## config.mk

```make
export PLATFORM = sky130hd
export DESIGN_NAME = ddr_write_sequencer
export DESIGN_NICKNAME = d
export VERILOG_FILES = /design/src/rtl/ddr_write_sequencer.sv
export SDC_FILE = /design/constraint.sdc
export NUM_CORES = 1
export LEC_CHECK = 0
export CAP_MARGIN = 0
export CORE_AREA = 3 3 101 79
export CTS_CLUSTER_SIZE = 12
export DETAILED_ROUTE_END_ITERATION = 10
export DIE_AREA = 0 0 104 82
export SLEW_MARGIN = 20
export SYNTH_ARGS = -nofsm -noshare
export SYNTH_HDL_FRONTEND = slang
export SYNTH_SLANG_ARGS = --single-unit
```

## constraint.sdc

```tcl
create_clock -name clk -period 3.13 [get_ports clk]
set_clock_uncertainty 0.2 [all_clocks]
set_input_delay 0.313 -clock clk [delete_from_list [all_inputs] [get_ports clk]]
set_output_delay 0.313 -clock clk [all_outputs]
set_load 0.02 [all_outputs]
```

## src/rtl/ddr_write_sequencer.sv

```systemverilog
// DDR write command sequencer: ACT / WRITE / PRE with tRCD, tWR, tRP spacing.
// Periodic AUTO REFRESH is built only when DDR_SEQ_REFRESH_EN is defined.
module ddr_write_sequencer #(
  parameter int ROW_W     = 13,
  parameter int COL_W     = 10,
  parameter int BA_W      = 2,
  parameter int BURST_LEN = 8,
  parameter int T_RCD     = 2,
  parameter int T_WR      = 3,
  parameter int T_RP      = 2,
  parameter int T_RFC     = 10,
  parameter int T_REFI    = 780
) (
  input  logic                         clk,
  input  logic                         rst,
  input  logic                         init_done,
  input  logic                         req_valid,
  output logic                         req_ready,
  input  logic [BA_W+ROW_W+COL_W-1:0]  req_addr,
  output logic                         wren,
  output logic [3:0]                   cmd_state,
  output logic                         busy,
  output logic                         ddr_cs_n,
  output logic                         ddr_ras_n,
  output logic                         ddr_cas_n,
  output logic                         ddr_we_n,
  output logic [BA_W-1:0]              ddr_ba,
  output logic [ROW_W-1:0]             ddr_a
);

  typedef enum logic [3:0] {
    IDLE         = 4'd0,
    ACTIVE       = 4'd1,
    WAIT_TRCD    = 4'd2,
    WRITE        = 4'd3,
    WAIT_BURST   = 4'd4,
    WAIT_TWR     = 4'd5,
    PRECHARGE    = 4'd6,
    WAIT_TRP     = 4'd7,
    AUTO_REFRESH = 4'd8,
    WAIT_TRFC    = 4'd9
  } state_t;

  localparam int CNT_W = 16;

  state_t             state;
  logic [CNT_W-1:0]   cnt;
  logic [BA_W-1:0]    bank_q;
  logic [COL_W-1:0]   col_q;
  logic [ROW_W-1:0]   col_a;
  logic [ROW_W-1:0]   pre_a;
  logic               pending;
  logic               pend_nx;

  logic [BA_W-1:0]    req_bank;
  logic [ROW_W-1:0]   req_row;
  logic [COL_W-1:0]   req_col;

  assign req_bank  = req_addr[BA_W+ROW_W+COL_W-1 -: BA_W];
  assign req_row   = req_addr[ROW_W+COL_W-1 -: ROW_W];
  assign req_col   = req_addr[COL_W-1:0];
  assign cmd_state = state;
  assign ddr_cs_n  = 1'b0;

  // a[10] selects auto-precharge on WRITE and all-banks on PRECHARGE
  always_comb begin
    col_a     = ROW_W'(col_q);
    col_a[10] = 1'b0;
    pre_a     = '0;
    pre_a[10] = 1'b1;
  end

`ifdef DDR_SEQ_REFRESH_EN
  localparam int REF_W = $clog2(T_REFI + 1);

  logic [REF_W-1:0] ref_cnt;
  logic             wrap;

  assign wrap = init_done && (ref_cnt == REF_W'(T_REFI - 1));

  always_ff @(posedge clk or negedge rst) begin
    if (!rst) begin
      ref_cnt <= '0;
    end else if (!init_done || wrap) begin
      ref_cnt <= '0;
    end else begin
      ref_cnt <= ref_cnt + REF_W'(1);
    end
  end

  // leaving IDLE with pending set means entering AUTO_REFRESH
  assign pend_nx = wrap || (pending && (state != IDLE));

  always_ff @(posedge clk or negedge rst) begin
    if (!rst) begin
      pending <= 1'b0;
    end else begin
      pending <= pend_nx;
    end
  end
`else
  logic unused_cfg;

  assign pending    = 1'b0;
  assign pend_nx    = 1'b0;
  assign unused_cfg = (T_REFI > 0);
`endif

  always_ff @(posedge clk or negedge rst) begin
    if (!rst) begin
      state     <= IDLE;
      cnt       <= '0;
      req_ready <= 1'b0;
      wren      <= 1'b0;
      busy      <= 1'b0;
      ddr_ras_n <= 1'b1;
      ddr_cas_n <= 1'b1;
      ddr_we_n  <= 1'b1;
      ddr_ba    <= '0;
      ddr_a     <= '0;
      bank_q    <= '0;
      col_q     <= '0;
    end else begin
      ddr_ras_n <= 1'b1;
      ddr_cas_n <= 1'b1;
      ddr_we_n  <= 1'b1;
      wren      <= 1'b0;
      req_ready <= 1'b0;
      busy      <= 1'b1;
      unique case (state)
        IDLE: begin
          if (pending) begin
            state     <= AUTO_REFRESH;
            ddr_ras_n <= 1'b0;
            ddr_cas_n <= 1'b0;
          end else if (req_valid && req_ready) begin
            state     <= ACTIVE;
            ddr_ras_n <= 1'b0;
            ddr_ba    <= req_bank;
            ddr_a     <= req_row;
            bank_q    <= req_bank;
            col_q     <= req_col;
          end else begin
            busy      <= 1'b0;
            req_ready <= init_done && !pend_nx;
          end
        end
        ACTIVE: begin
          state <= WAIT_TRCD;
          cnt   <= CNT_W'(T_RCD - 2);
        end
        WAIT_TRCD: begin
          if (cnt == '0) begin
            state     <= WRITE;
            ddr_cas_n <= 1'b0;
            ddr_we_n  <= 1'b0;
            ddr_ba    <= bank_q;
            ddr_a     <= col_a;
          end else begin
            cnt <= cnt - CNT_W'(1);
          end
        end
        WRITE: begin
          state <= WAIT_BURST;
          cnt   <= CNT_W'(BURST_LEN / 2 - 1);
          wren  <= 1'b1;
        end
        WAIT_BURST: begin
          if (cnt == '0) begin
            state <= WAIT_TWR;
            cnt   <= CNT_W'(T_WR - 1);
          end else begin
            cnt  <= cnt - CNT_W'(1);
            wren <= 1'b1;
          end
        end
        WAIT_TWR: begin
          if (cnt == '0) begin
            state     <= PRECHARGE;
            ddr_ras_n <= 1'b0;
            ddr_we_n  <= 1'b0;
            ddr_a     <= pre_a;
          end else begin
            cnt <= cnt - CNT_W'(1);
          end
        end
        PRECHARGE: begin
          state <= WAIT_TRP;
          cnt   <= CNT_W'(T_RP - 2);
        end
        WAIT_TRP: begin
          if (cnt == '0) begin
            state     <= IDLE;
            busy      <= 1'b0;
            req_ready <= init_done && !pend_nx;
          end else begin
            cnt <= cnt - CNT_W'(1);
          end
        end
        AUTO_REFRESH: begin
          state <= WAIT_TRFC;
          cnt   <= CNT_W'(T_RFC - 2);
        end
        WAIT_TRFC: begin
          if (cnt == '0) begin
            state     <= IDLE;
            busy      <= 1'b0;
            req_ready <= init_done && !pend_nx;
          end else begin
            cnt <= cnt - CNT_W'(1);
          end
        end
        default: begin
          state <= IDLE;
          busy  <= 1'b0;
        end
      endcase
    end
  end

endmodule

```

# Word-level counts from Yosys, hierarchy flattened
# Index checks and enable logic that the tools add are counted.
# op_classes
add_sub_neg	1
n_eq_ne	15
n_mux	27
n_reduce_logical	16
# ops
cell	n
$pmux W16 S5	1
$mux W13	3
$pmux W13 S3	1
$pmux W4 S9	1
$mux W16	2
$mux W4	5
$eq A4 B3 Y1 const B	4
$logic_not A16 Y1	1
$sub A16 B1 Y16 const B	1
$ne A2 B2 Y1 const B	5
$eq A4 B2 Y1 const B	2
$eq A4 B4 Y1 const B	2
$mux W1	7
$reduce_or A7 Y1	1
$pmux W1 S2	3
$reduce_or A2 Y1	3
$reduce_and A5 Y1	1
$reduce_bool A5 Y1	1
$eq A4 B1 Y1 const B	1
$logic_not A4 Y1	1
$mux W2	2
$pmux W2 S2	1
$reduce_and A2 Y1	2
$reduce_and A4 Y1	1
7 further kinds	7
# totals
reg_bits	53
input_bits	29
elab_cells	71

# Longest topological paths before layout
# depth
ltp_word	4
mapped_depth	10
depth_no_buf	7

# Worst setup path before layout
# OpenSTA, ideal clock, no wires.
# synth_timing
kind	register to register
from	register cnt[0]
to	register ddr_a[2]
setup_ps	125
t_arrival_ps	1894
t_required_ps	2805
setup_slack_ps	911
stages_incl_launch_ff	10
path_buffers	2
synth_period_minus_slack_ps	2219
cell_sequence	dfrtp_1 -> inv_1 -> ha_1 -> nor4b_2 -> and4_1 -> buf_2 -> and2_1 -> o21ai_2 -> buf_6 -> mux2_4
# synth_via
elab_chain_cells	3
elab_cells_between_ends	4
# synth_rtl
element	line	rtl
start, declared	47	logic [CNT_W-1:0] cnt;
start signal, assigned	150	cnt <= CNT_W'(T_RCD - 2);
start signal, assigned	160	cnt <= cnt - CNT_W'(1);
start signal, assigned	165	cnt <= CNT_W'(BURST_LEN / 2 - 1);
$logic_not A16 Y1 (*)	153, 178	
$ne A2 B2 Y1 (no line)	n/a	
$reduce_and A4 Y1 (no line) (*)	n/a	
end signal, assigned	140	ddr_a <= req_row;
end signal, assigned	158	ddr_a <= col_a;
end signal, assigned	182	ddr_a <= pre_a;
end, declared	28	output logic [ROW_W-1:0] ddr_a
# Every way passes the cells marked *; elsewhere a longest branch is shown, timed or not.
# A chain may end at the register's enable or synchronous reset.

# Worst setup path after layout
# layout_timing
from	register cnt[0]
to	register ddr_a[0]
# Same word-level chain as after synthesis.

==> flow_summary.html <==
<table>
<tr><th>Metric</th><th>Value</th></tr>
<tr><th colspan="2">STA</th></tr>
<tr><td>Final setup fails</td><td>0</td></tr>
<tr><td>Max-Slew Margin vs Limit</td><td>33.7%</td></tr>
<tr><td>Final-layout setup total negative slack</td><td>0 ns</td></tr>
<tr><td>Post-route clock period utilization</td><td>86.3%</td></tr>
<tr><td>Hold slack</td><td>0.169 ns</td></tr>
<tr><td>Max-slew violation count</td><td>0</td></tr>
<tr><td>Transition time of the tightest slew-check pin</td><td>0.988 ns</td></tr>
<tr><td>Maximum operating frequency</td><td>370 MHz</td></tr>
<tr><td>Unrepaired setup endpoints after global routing</td><td>false</td></tr>
<tr><td>Final critical-path required period</td><td>2.70 ns</td></tr>
<tr><td>Count of final hold-check violations</td><td>0</td></tr>
<tr><th colspan="2">Setup path</th></tr>
<tr><td>Worst Path Arrival</td><td>2.69 ns</td></tr>
<tr><td>Register-to-register setup slack</td><td>0.43 ns</td></tr>
<tr><td>Peak fanout along the critical path</td><td>13</td></tr>
<tr><td>Worst reg-to-reg path cell count</td><td>7</td></tr>
<tr><td>Nature of the critical path endpoint</td><td>flip-flop</td></tr>
<tr><td>Reg-to-reg endpoint</td><td>ddr_a[0]</td></tr>
<tr><td>Data required time at the worst endpoint</td><td>3.12 ns</td></tr>
<tr><td>Worst R2R Start</td><td>cnt[0]</td></tr>
<tr><td>Worst setup SP type</td><td>flip-flop</td></tr>
<tr><td>WS Path Type</td><td>flip-flop to flip-flop</td></tr>
<tr><th colspan="2">Cells and area</th></tr>
<tr><td>Leading cell type in the layout, fill and taps excluded</td><td>nand2_1</td></tr>
<tr><td>Syn-to-layout area delta</td><td>24.3%</td></tr>
<tr><td>Util after Layout</td><td>50.1%</td></tr>
<tr><td>Antenna Cells</td><td>0</td></tr>
<tr><td>Most used cells in the layout excluding fill and tap cells</td><td>nand2_1, clkdlybuf4s50_1, dfrtp_1</td></tr>
<tr><td>Share of final-layout standard cells stronger than drive strength 1</td><td>10.1%</td></tr>
<tr><td>Number of nets in the layout</td><td>377</td></tr>
<tr><th colspan="2">Die</th></tr>
<tr><td>Number of standard-cell rows in the floorplan</td><td>27</td></tr>
<tr><td>Die W</td><td>104 µm</td></tr>
<tr><td>Die Outline Area</td><td>8530 µm²</td></tr>
<tr><td>IO Count</td><td>55</td></tr>
<tr><td>CORE AREA</td><td>7160 µm²</td></tr>
<tr><td>Height of the chip</td><td>82 µm</td></tr>
<tr><td>Initial Util</td><td>40.3%</td></tr>
<tr><th colspan="2">Clocking</th></tr>
<tr><td>CTS tree</td><td>yes</td></tr>
<tr><td>Sinks on Clock Net</td><td>53</td></tr>
<tr><td>CTS Hold Bufs</td><td>1</td></tr>
<tr><td>CTS max path bufs</td><td>2</td></tr>
<tr><td>Number of gates given a new drive strength after cts</td><td>0</td></tr>
<tr><td>H-tree levels</td><td>2</td></tr>
<tr><td>Clock buffer count from CTS</td><td>5</td></tr>
<tr><td>Clock transition at the register clock pins on the worst setup and hold paths after CTS</td><td>0.09 ns</td></tr>
<tr><td>Number of setup buffers added after CTS</td><td>0</td></tr>
<tr><td>Insertion delay of the later-clocked pin in the worst-skew pair</td><td>0.31 ns</td></tr>
<tr><td>Cell chosen for the clock root</td><td>clkbuf_8</td></tr>
<tr><th colspan="2">Routing</th></tr>
<tr><td>Number of violations reported at the end of detailed-routing iteration 0</td><td>124</td></tr>
<tr><td>Vias post-DR</td><td>2356</td></tr>
<tr><td># DRC</td><td>0</td></tr>
<tr><td>Initial DRT Pass Iterations</td><td>5</td></tr>
<tr><td>Remaining number of nets flagged by the antenna check after routing</td><td>0</td></tr>
<tr><td>Average routed wire per standard cell</td><td>15.2 µm</td></tr>
<tr><td>Mean number of vias per cell</td><td>5.26</td></tr>
<tr><td>Aggregate routed wire length</td><td>6820 µm</td></tr>
<tr><th colspan="2">Worst hold path</th></tr>
<tr><td>Worst hold path type</td><td>primary input to asynchronous set/reset pin</td></tr>
<tr><th colspan="2">Yosys</th></tr>
<tr><td>Cell area after technology mapping</td><td>2890 µm²</td></tr>
<tr><td>Number of cells produced by synthesis</td><td>296</td></tr>
<tr><td>Post-synthesis cell type count</td><td>55</td></tr>
<tr><td>Post-synthesis sequential element count</td><td>53</td></tr>
<tr><td>Share of synthesized area occupied by flip-flops and latches</td><td>46.1%</td></tr>
<tr><td>Number of synthesis warnings</td><td>0</td></tr>
<tr><td>EDFF count, synth</td><td>0</td></tr>
<tr><td>Net Count, Synth</td><td>327</td></tr>
<tr><td>Syn avg cell area</td><td>9.75 µm²</td></tr>
<tr><td>Proportion of synthesized flip-flops having asynchronous set or reset</td><td>100%</td></tr>
<tr><td>Most used DFF post-synth</td><td>dfrtp_1</td></tr>
<tr><th colspan="2">Placed design</th></tr>
<tr><td>Last weighted congestion value of the routability-driven placer</td><td>0.856</td></tr>
<tr><td>Input/output buffers</td><td>53</td></tr>
<tr><td>Final HPWL DP</td><td>4880 µm</td></tr>
<tr><th colspan="2">Job</th></tr>
<tr><td>Max-cap check violation count</td><td>0</td></tr>
<tr><th colspan="2">Power and ir drop</th></tr>
<tr><td>Total leakage power</td><td>1.57 nW</td></tr>
<tr><td>Power consumption</td><td>2.99 mW</td></tr>
<tr><td>Peak supply drop</td><td>0.370 mV</td></tr>
<tr><td>Areal power density over the cells</td><td>834 nW/µm²</td></tr>
<tr><th colspan="2">Run status</th></tr>
<tr><td>Result of the run</td><td>finished clean</td></tr>
<tr><th colspan="2">Global routing</th></tr>
<tr><td>Wire length of the first global-routing pass</td><td>11200 µm</td></tr>
<tr><td>GRT overflow</td><td>0</td></tr>
<tr><td>Number of global-route vias before repair</td><td>2263</td></tr>
<tr><td>Total routing usage reported by global routing</td><td>16.3%</td></tr>
<tr><td>Antenna violations before repair</td><td>0</td></tr>
<tr><td>Maximum number of pins on one net before global-route repair</td><td>47</td></tr>
</table>
[cell usage after synthesis, drive strengths merged, types with 2 or more instances]
| library cell | number | area [µm²] |
|---|---|---|
| nand2 | 60 | 225 |
| dfrtp | 50 | 1250 |
| nor2 | 16 | 60.1 |
| a21oi | 15 | 75.1 |
| mux2i | 12 | 120 |
| nand2b | 12 | 75.1 |
| inv | 11 | 41.3 |
| mux2 | 11 | 154 |
| a22o | 10 | 87.6 |
| buf | 10 | 60.1 |
| o21ai | 9 | 52.6 |
| a211oi | 6 | 50.1 |
| clkbuf | 6 | 22.5 |
| a31oi | 5 | 31.3 |
| nor3 | 5 | 30.0 |
| nand3 | 4 | 20.0 |
| nor2b | 4 | 25.0 |
| a21o | 3 | 22.5 |
| a2bb2oi | 3 | 26.3 |
| and2 | 3 | 18.8 |
| dfstp | 3 | 78.8 |
| o22ai | 3 | 18.8 |
| o32ai | 3 | 26.3 |
| or2 | 3 | 18.8 |
| or3 | 3 | 18.8 |
| and4 | 2 | 17.5 |
| ha | 2 | 25.0 |
| nand4 | 2 | 12.5 |
| nor4 | 2 | 25.0 |
| o211ai | 2 | 15.0 |
| or4 | 2 | 18.8 |
[final cells by class]
type / instances / area [µm²]
clock buffers: 7 / 76.3
flip-flops and latches: 53 / 1330
clock inverters: 1 / 7.51
inverters: 11 / 41.3
multi-input cells: 216 / 1430
well taps: 101 / 126
repair buffers: 59 / 573
fillers: 696 / 3570
[through the flow]
step	instances	area [µm²]	setup slack [ns]
3_5_place_dp	439	3490	0.454
3_3_place_gp	439	3490	0.473
4_1_cts	448	3590	0.428
5_1_grt	448	3590	0.256
2_1_floorplan	296	2890	0.911
6_report	448	3590	0.430
[cell families after synthesis]
group           share of synthesized area, %
simple gates                            20.8
compound gates                          18.1
flops                                   46.1
buf+inv                                 4.29
mux                                     9.49
fa+ha+maj                              0.867
other cells                            0.130
xor+xnor                               0.303
[critical path, cell delays in order (launching register included)]
cell     delay (ns)
dfrtp_1        0.42
inv_1          0.08
ha_1           0.19
nor4b_2        0.17
a41oi_1        0.30
nor3_1         0.11
o21ai_2        0.73
mux2_1         0.38
[how the worst max path moves through the flow]
stage	startpoint	end	slack (ns)	cells past startpoint
after floorplan	cnt[0]	ddr_a[2]	0.91	9
after global placement	cmd_state[2]	ddr_ba[1]	0.47	5
after detailed placement	cnt[0]	ddr_a[0]	0.45	7
after CTS	cnt[0]	ddr_a[0]	0.43	7
after global routing	cnt[0]	ddr_a[10]	0.26	7
final	cnt[0]	ddr_a[0]	0.43	7
[flip-flops by register name, indices dropped and copies added, names as in the netlist]
register,count
req_ready,1
bank_q,2
wren,1
ddr_ba,2
ddr_we_n,1
ddr_cas_n,1
ddr_a,13
cnt,16
col_q,10
cmd_state,4
ddr_ras_n,1
busy,1
[routing by layer]
| metal | track usage (%) | vias up | wire (µm) |
|---|---|---|---|
| met5 | 0 | - | 0 |
| met4 | 3.59 | 0 | 41 |
| met3 | 3.61 | 2 | 352 |
| met2 | 25.1 | 63 | 3030 |
| met1 | 23.6 | 1139 | 3400 |
| li1 | - | 1152 | - |
[report_power, final]
part           total [mW]  internal [mW]  switching, mW
registers            1.12          0.913          0.205
logic                1.49          0.707          0.782
clock network       0.386          0.159          0.227
Note: power is estimated with default switching activity, not from simulation.
